$ cat src/rtl/sram_port_arbiter.sv
// Shares one sram-like bus port between the fetch requester (inst_*) and the
// load/store requester (data_*). Both sides use a req/addr_ok then data_ok
// handshake. An in-order owner FIFO records who issued each accepted request,
// so every bus response goes back to the right requester.
//
// Ports:
//   clk, reset           clock, synchronous active-high reset
//   inst_*_i / inst_*_o  fetch requester (req, wr, size, wstrb, addr, wdata / addr_ok, data_ok, rdata)
//   data_*_i / data_*_o  load/store requester, same signal set
//   bus_*_o / bus_*_i    shared port (req and fields out; addr_ok, data_ok, rdata in)
//   unexp_resp_o         sticky flag: a bus response arrived with no owner outstanding
module sram_port_arbiter #(
  parameter int unsigned MaxOutstanding = 2,
  parameter int unsigned StarveLimit    = 4
) (
  input  logic        clk,
  input  logic        reset,
  input  logic        inst_req_i,
  input  logic        inst_wr_i,
  input  logic [1:0]  inst_size_i,
  input  logic [3:0]  inst_wstrb_i,
  input  logic [31:0] inst_addr_i,
  input  logic [31:0] inst_wdata_i,
  output logic        inst_addr_ok_o,
  output logic        inst_data_ok_o,
  output logic [31:0] inst_rdata_o,
  input  logic        data_req_i,
  input  logic        data_wr_i,
  input  logic [1:0]  data_size_i,
  input  logic [3:0]  data_wstrb_i,
  input  logic [31:0] data_addr_i,
  input  logic [31:0] data_wdata_i,
  output logic        data_addr_ok_o,
  output logic        data_data_ok_o,
  output logic [31:0] data_rdata_o,
  output logic        bus_req_o,
  output logic        bus_wr_o,
  output logic [1:0]  bus_size_o,
  output logic [3:0]  bus_wstrb_o,
  output logic [31:0] bus_addr_o,
  output logic [31:0] bus_wdata_o,
  input  logic        bus_addr_ok_i,
  input  logic        bus_data_ok_i,
  input  logic [31:0] bus_rdata_i,
  output logic        unexp_resp_o
);

  localparam int unsigned PtrW = (MaxOutstanding > 1) ? $clog2(MaxOutstanding) : 1;
  localparam int unsigned CntW = $clog2(MaxOutstanding + 1);
  localparam int unsigned StvW = $clog2(StarveLimit + 1);

  localparam logic [CntW-1:0] CntMax  = CntW'(MaxOutstanding);
  localparam logic [StvW-1:0] StvMax  = StvW'(StarveLimit);
  localparam logic [PtrW-1:0] PtrLast = PtrW'(MaxOutstanding - 1);

  typedef enum logic [0:0] {StUnlocked, StLocked} lock_e;

  lock_e           lock_q, lock_d;
  logic            sel_q, sel_d;          // 0: inst, 1: data
  logic            owner_q [MaxOutstanding];
  logic [PtrW-1:0] wr_ptr_q, wr_ptr_d;
  logic [PtrW-1:0] rd_ptr_q, rd_ptr_d;
  logic [CntW-1:0] cnt_q, cnt_d;
  logic [StvW-1:0] starve_q, starve_d;
  logic            unexp_q, unexp_d;

  logic fifo_full, fifo_empty, sel_free, sel, bus_req, accept, pop, head;

  function automatic logic [PtrW-1:0] ptr_inc(input logic [PtrW-1:0] p);
    return (p == PtrLast) ? '0 : p + PtrW'(1);
  endfunction

  always_comb begin
    fifo_full  = (cnt_q == CntMax);
    fifo_empty = (cnt_q == '0);
    // Data has priority unless inst has waited through StarveLimit data grants.
    sel_free   = data_req_i & ~(inst_req_i & (starve_q == StvMax));
    sel        = (lock_q == StLocked) ? sel_q : sel_free;
    // Full blocks new requests even if a response pops this cycle.
    bus_req    = ~reset & (inst_req_i | data_req_i) & ~fifo_full;
    accept     = bus_req & bus_addr_ok_i;
    pop        = ~reset & bus_data_ok_i & ~fifo_empty;
    head       = owner_q[rd_ptr_q];

    bus_req_o      = bus_req;
    inst_addr_ok_o = accept & ~sel;
    data_addr_ok_o = accept & sel;
    inst_data_ok_o = pop & ~head;
    data_data_ok_o = pop & head;
    inst_rdata_o   = bus_rdata_i;
    data_rdata_o   = bus_rdata_i;
    unexp_resp_o   = unexp_q;
  end

  always_comb begin
    bus_wr_o    = 1'b0;
    bus_size_o  = '0;
    bus_wstrb_o = '0;
    bus_addr_o  = '0;
    bus_wdata_o = '0;
    if (bus_req) begin
      if (sel) begin
        bus_wr_o    = data_wr_i;
        bus_size_o  = data_size_i;
        bus_wstrb_o = data_wstrb_i;
        bus_addr_o  = data_addr_i;
        bus_wdata_o = data_wdata_i;
      end else begin
        bus_wr_o    = inst_wr_i;
        bus_size_o  = inst_size_i;
        bus_wstrb_o = inst_wstrb_i;
        bus_addr_o  = inst_addr_i;
        bus_wdata_o = inst_wdata_i;
      end
    end
  end

  always_comb begin
    lock_d = lock_q;
    sel_d  = sel_q;
    unique case (lock_q)
      StUnlocked: begin
        // A request left pending must keep its owner until the port takes it.
        if (bus_req && !bus_addr_ok_i) begin
          lock_d = StLocked;
          sel_d  = sel;
        end
      end
      StLocked: begin
        if (accept) lock_d = StUnlocked;
      end
      default: lock_d = StUnlocked;
    endcase
  end

  always_comb begin
    wr_ptr_d = accept ? ptr_inc(wr_ptr_q) : wr_ptr_q;
    rd_ptr_d = pop ? ptr_inc(rd_ptr_q) : rd_ptr_q;
    cnt_d    = cnt_q;
    unique case ({accept, pop})
      2'b10:   cnt_d = cnt_q + CntW'(1);
      2'b01:   cnt_d = cnt_q - CntW'(1);
      default: cnt_d = cnt_q;
    endcase

    starve_d = starve_q;
    if (!inst_req_i || inst_addr_ok_o) begin
      starve_d = '0;
    end else if (data_addr_ok_o && (starve_q != StvMax)) begin
      starve_d = starve_q + StvW'(1);
    end

    unexp_d = unexp_q | (bus_data_ok_i & fifo_empty);
  end

  always_ff @(posedge clk) begin
    if (reset) begin
      lock_q   <= StUnlocked;
      sel_q    <= 1'b0;
      wr_ptr_q <= '0;
      rd_ptr_q <= '0;
      cnt_q    <= '0;
      starve_q <= '0;
      unexp_q  <= 1'b0;
    end else begin
      lock_q   <= lock_d;
      sel_q    <= sel_d;
      wr_ptr_q <= wr_ptr_d;
      rd_ptr_q <= rd_ptr_d;
      cnt_q    <= cnt_d;
      starve_q <= starve_d;
      unexp_q  <= unexp_d;
    end
  end

  // Owner slots need no reset; the count decides which entries are live.
  always_ff @(posedge clk) begin
    if (accept) owner_q[wr_ptr_q] <= sel;
  end

endmodule

$ cat config.mk
export PLATFORM = sky130hd
export DESIGN_NAME = sram_port_arbiter
export DESIGN_NICKNAME = d
export VERILOG_FILES = /design/src/rtl/sram_port_arbiter.sv
export SDC_FILE = /design/constraint.sdc
export NUM_CORES = 1
export LEC_CHECK = 0
export BUFFER_PORTS_ARGS = -buffer_cell sky130_fd_sc_hd__buf_2
export CAP_MARGIN = 10
export CORE_AREA = 8 8 120 122
export DETAILED_ROUTE_END_ITERATION = 6
export DIE_AREA = 0 0 128 130
export RECOVER_POWER = 100
export SLEW_MARGIN = 40
export SYNTH_ARGS = -nofsm -noshare
export SYNTH_HDL_FRONTEND = slang
export SYNTH_SLANG_ARGS = --single-unit
$ cat constraint.sdc
create_clock -name clk -period 5.5 [get_ports clk]
set_input_delay 0.55 -clock clk [delete_from_list [all_inputs] [get_ports clk]]
set_output_delay 0.55 -clock clk [all_outputs]
set_load 0.02 [all_outputs]
**Yosys cells after proc, flatten, opt, wreduce, memory -nomap -nowiden**

Memories as Yosys holds them, arrays and structs flattened. A register that Yosys moved wholly into a read port is not among the register bits.
Cells that the tools add are included.
Widths: inputs -> output; s select.

- Output and inout bits: 141
- Memories: 1
- RAM bits: 2
- Register bits after elaboration: 10
- Bits of input ports: 180
- Logic and storage cells: 69

Memory list:

| memory | depth | bits a word | rd ports | clocked after memory_dff | wr ports | line | text |
|---|---|---|---|---|---|---|---|
| owner_q | 2 | 1 | 1 | 1 | 1 | 60 | `logic owner_q [MaxOutstanding];` |

- Reduce and logical (&&, ||, !) cells: 9
- Bitwise logic cells: 21
- Add/subtract/negate cells: 5
- Equality and inequality tests: 5
- Muxes and demuxes: 21

Operators by type and width:

| kind | count |
|---|---|
| $mux 32 | 4 |
| $and 1x1->1 | 12 |
| $mux 1 | 11 |
| $mux 4 | 2 |
| $not 1->1 | 7 |
| $eq 2x2->1 const B | 2 |
| $mux 2 | 2 |
| $pmux 2 s2 | 1 |
| $add 3x1->3 const B | 1 |
| $eq 3x3->1 const B | 1 |
| $ne 3x3->1 const B | 1 |
| $add 1x1->1 const B | 2 |
| $add 2x1->2 const B | 1 |
| $eq 2x1->1 const B | 1 |
| $logic_and 1x1->1 | 2 |
| $logic_not 1->1 | 2 |
| $logic_not 2->1 | 1 |
| $or 1x1->1 | 2 |
| $pmux 1 s2 | 1 |
| $reduce_and 2->1 | 1 |
| $reduce_bool 2->1 | 1 |
| $reduce_or 2->1 | 1 |
| $sub 2x1->2 const B | 1 |
| $logic_or 1x1->1 | 1 |

**Logic depth before layout (Yosys ltp)**

- Depth in word-level cells: 9
- Depth in mapped cells: 10
- Depth with buffers taken out: 7

**Least setup slack after synthesis**

No wires, ideal clock.

- Path type: register to output
- Start point: register starve_q[0]
- End point: output port bus_addr_o[0]
- Data required time: 4950 ps
- Buffers on the path: 3
- Arrival time: 1820 ps
- Slack: 3130 ps
- Stages on the path, launching flop included: 11
- Cell sequence: dfxtp_1 > inv_1 > ha_1 > and3_1 > o21a_1 > buf_6 > inv_2 > buf_6 > buf_6 > nand2_1 > a21oi_1

- Word-level cells in the longest chain between the ends: 7

RTL lines:

| element | line | text |
|---|---|---|
| start: declaration | 64 | `logic [StvW-1:0] starve_q, starve_d;` |
| start signal: assignment | 171 | `starve_q <= starve_d;` |
| $eq 3x3->1 | 77 | `sel_free = data_req_i & ~(inst_req_i & (starve_q == StvMax));` |
| $and 1x1->1 | 77 |  |
| $not 1->1 | 77 |  |
| $and 1x1->1 | 77 |  |
| $mux 1 | 78 | `sel = (lock_q == StLocked) ? sel_q : sel_free;` |
| $mux 32 | 102 | `if (sel) begin` |
| $mux 32 | 101 | `if (bus_req) begin` |
| end: declaration | 40 | `output logic [31:0] bus_addr_o,` |

Every way passes these cells.

**Final worst setup path**

- Start point: register starve_q[0]
- End point: output port bus_addr_o[26]

The elaborated chain is that of the path after synthesis.

==> flow_metrics.tcl <==
set metrics [dict create \
    cts.repair.resized 0 \
    design_area_um2 2940 \
    wl_per_cell_um 14.5 \
    die_area_um2 16600 \
    drive_gt1_share_pct 34.0 \
    synthMuxAreaShare_pct 0 \
    final_util_pct 23.7 \
    std_cell_rows 41 \
    synth_compound_area_share_pct 21.2 \
    synth_top_area_share_pct 22.9 \
    fmax_mhz 254 \
    crit_type "register to output port" \
    grt_pass1_wl_um 15000 \
    synth_xor_area_share_pct 1.55 \
    synth_top_family_by_area "simple AND/OR/NAND/NOR gates" \
    start_util_pct 18.2 \
    slowest_stage "inv_1" \
    antenna_cells 0 \
    ys_top_cells_by_area "nand2_1 23%, buf_4 21%, a21oi_1 14%" \
    antenna_found_initial 0 \
    cts_root_buf "clkbuf_16" \
    ir_drop_v 0.000108 \
    final_hold_viol_count 0 \
    drv_cap 1 \
    power_leakage_nw 1.42 \
    timing.final.crit_share_pct 71.7 \
    cts_buffers 3 \
    required_ps 4950 \
    critPathTopFamily "buffers and inverters" \
    vias_per_cell 4.14 \
    worstSetupPathDepth 9 \
    slew_headroom_pct 0.609 \
    remaining_drc_errors 0 \
    ys_seq_area_share_pct 12.4 \
    synth_fp_nets 562 \
    finalSetupTns_ps 0 \
    detail-route-antenna-nets 0 \
    grt_pass1_vias 2901 \
    finalWeightedCongestion 0.799 \
    cp_max_fo 41 \
    place_area_um2 2990 \
    hpwl_um 8320 \
    fin_ws_ps 1560 \
    core_um2 12400 \
    fp.dieH_um 130 \
    fin_skew_ps 1.23 \
    nNetsFinal 704 \
    dr.first_iter.drc_count 115 \
    clkSlewWorstSetupHoldPaths_ps 40 \
    rsz0062_at_grt "no" \
    drv_slew 0 \
    synthDistinctLibCells 37 \
    p_per_area_nw_per_um2 177 \
    holdCritPathClass "register to register" \
    setup-violations-final 0 \
    worst_pin_slew_ps 1490 \
    synth_seq_cells 13 \
    layout-area-overhead-vs-synth_pct 30.0 \
    place.port_buffers 224 \
    die_w_um 128 \
    syn_avg_cell_area_um2 5.96 \
    finalPower_mw 0.521 \
    hold_depth 2 \
    cp_common_cell "inv_1" \
    r2r_cells 8 \
    synth_area_um2 2260 \
    dp_slack_ps 2380 \
    dp.cells 688 \
    ff2ff_setup_slack_ps 2560 \
    fin_cells 692 \
    synthAdderAreaFrac_pct 1.66 \
    grt_overflow 0 \
    htreeDepth 1 \
    grt_use_total_pct 11.0 \
    worstSetupStartpointType "register" \
    cp_data_arrival_time_ps 3390 \
    cts_sinks 13 \
    netlist_instances 379 \
    crit_chain "inv_1, ha_1, and3_1, o21a_2, inv_1, buf_4, nand2_1, a21oi_1, clkbuf_1" \
    critical_path.max_stage_delay_ps 960 \
    yosys_warnings 0 \
    insertion_delay_ps 240 \
    grt_max_degree 73 \
    vias 2864 \
    synth.largest_area_cell "nand2_1" \
    synth-simple-area-share_pct 33.1 \
    min_period_ps 3940 \
    worstPathBufferInverterCount 4 \
    io-pin-count 321 \
    hold_ws_ps 473 \
    outcome "complete, but fails checks" \
    violations "max-capacitance violations" \
    crit_path_end_kind "output port" \
    clock_path_buffers 2 \
    cts_tree "yes" \
    routed_wl_um 10000 \
    first_pass_iters 4 \
    cts_hold_buffers 0 \
    cts_setup_buffers 0 \
]
-- registers in the layout, summed over array words and instances (netlist names), named ones only --
register	count
owner_q	2
wr_ptr_q	1
sel_q	1
unexp_resp_o	1
starve_q	3
lock_q	1
cnt_q	2
rd_ptr_q	1
-- synth_stat cells --
master and number:
or3_1 1, nand2b_1 2, buf_4 64, xnor2_1 2, a21oi_1 65, o21ai_0 4
ha_1 3, buf_8 1, nand4_1 4, nor2_1 11, buf_1 2, o21a_1 2
edfxtp_1 2, xor2_1 2, inv_1 4, nand3_1 1, nor4_1 1, clkbuf_1 3
clkinv_2 1, a31oi_1 2, inv_2 1, and2_1 2, buf_6 7, and3_1 2
o41ai_1 1, nand2_2 10, nand2_1 138, a21oi_2 10, or2_2 1, nor3_1 1
nand3b_1 1, nor2b_1 2, dfxtp_1 11, o311ai_0 1, nand2b_4 1, clkbuf_2 1
buf_2 12
-- area by class of cell --
type	count	area [µm²]
Tap cell	172	215
Timing Repair Buffer	227	1070
Fill cell	1467	9480
Clock buffer	4	78.8
Inverter	6	23.8
Multi-Input combinational cell	270	1270
Sequential cell	13	280
-- placed cells by master, fill, tap and decap left out, types with 2 or more instances in the layout --
cell,n
ha_1,3
a31oi_1,2
nand2_2,10
a21oi_2,3
xnor2_1,2
nand2_1,138
edfxtp_1,2
nor2_1,11
clkbuf_1,71
nand4_1,4
o21ai_0,4
buf_2,154
nand2b_1,2
a21oi_1,72
nor2b_1,2
inv_1,5
and3_1,2
xor2_1,2
dfxtp_1,11
clkbuf_16,3
-- routing by layer --
| layer | routed length (µm) | global-route usage [%] | vias up |
|---|---|---|---|
| met5 | 0 | 0 | - |
| li1 | - | - | 1438 |
| met4 | 214 | 3.29 | 0 |
| met2 | 4520 | 18.4 | 243 |
| met3 | 1620 | 6.00 | 22 |
| met1 | 3680 | 11.7 | 1161 |
-- worst paths after layout --
kind / to / startpoint
worst max-delay path: bus_addr_o[26] / starve_q[0]
worst min-delay path: unexp_resp_o / unexp_resp_o
worst max register to register: starve_q[2] / starve_q[0]
worst min register to register: unexp_resp_o / unexp_resp_o
-- report_power, final --
part	total [mW]	switching [mW]	internal, mW
Clock	0.136	0.0385	0.0976
Combinational	0.276	0.176	0.0992
Sequential	0.109	0.00488	0.104
-- tightest hold or removal path: stages, from the launching register on --
cell and delay (ps):
dfxtp_1 320, a21oi_1 40, nor2_1 70
-- cell families (layout without fill, tap and decap cells) --
group / Yosys count / in the layout
AO/OA/AOI/OAI: 85 / 85
adder cells (fa/ha/maj): 3 / 3
buffers and inverters: 96 / 237
flip-flops: 13 / 13
XOR/XNOR: 4 / 4
AND/OR/NAND/NOR: 178 / 178
Power figures use the tool's default switching activity.
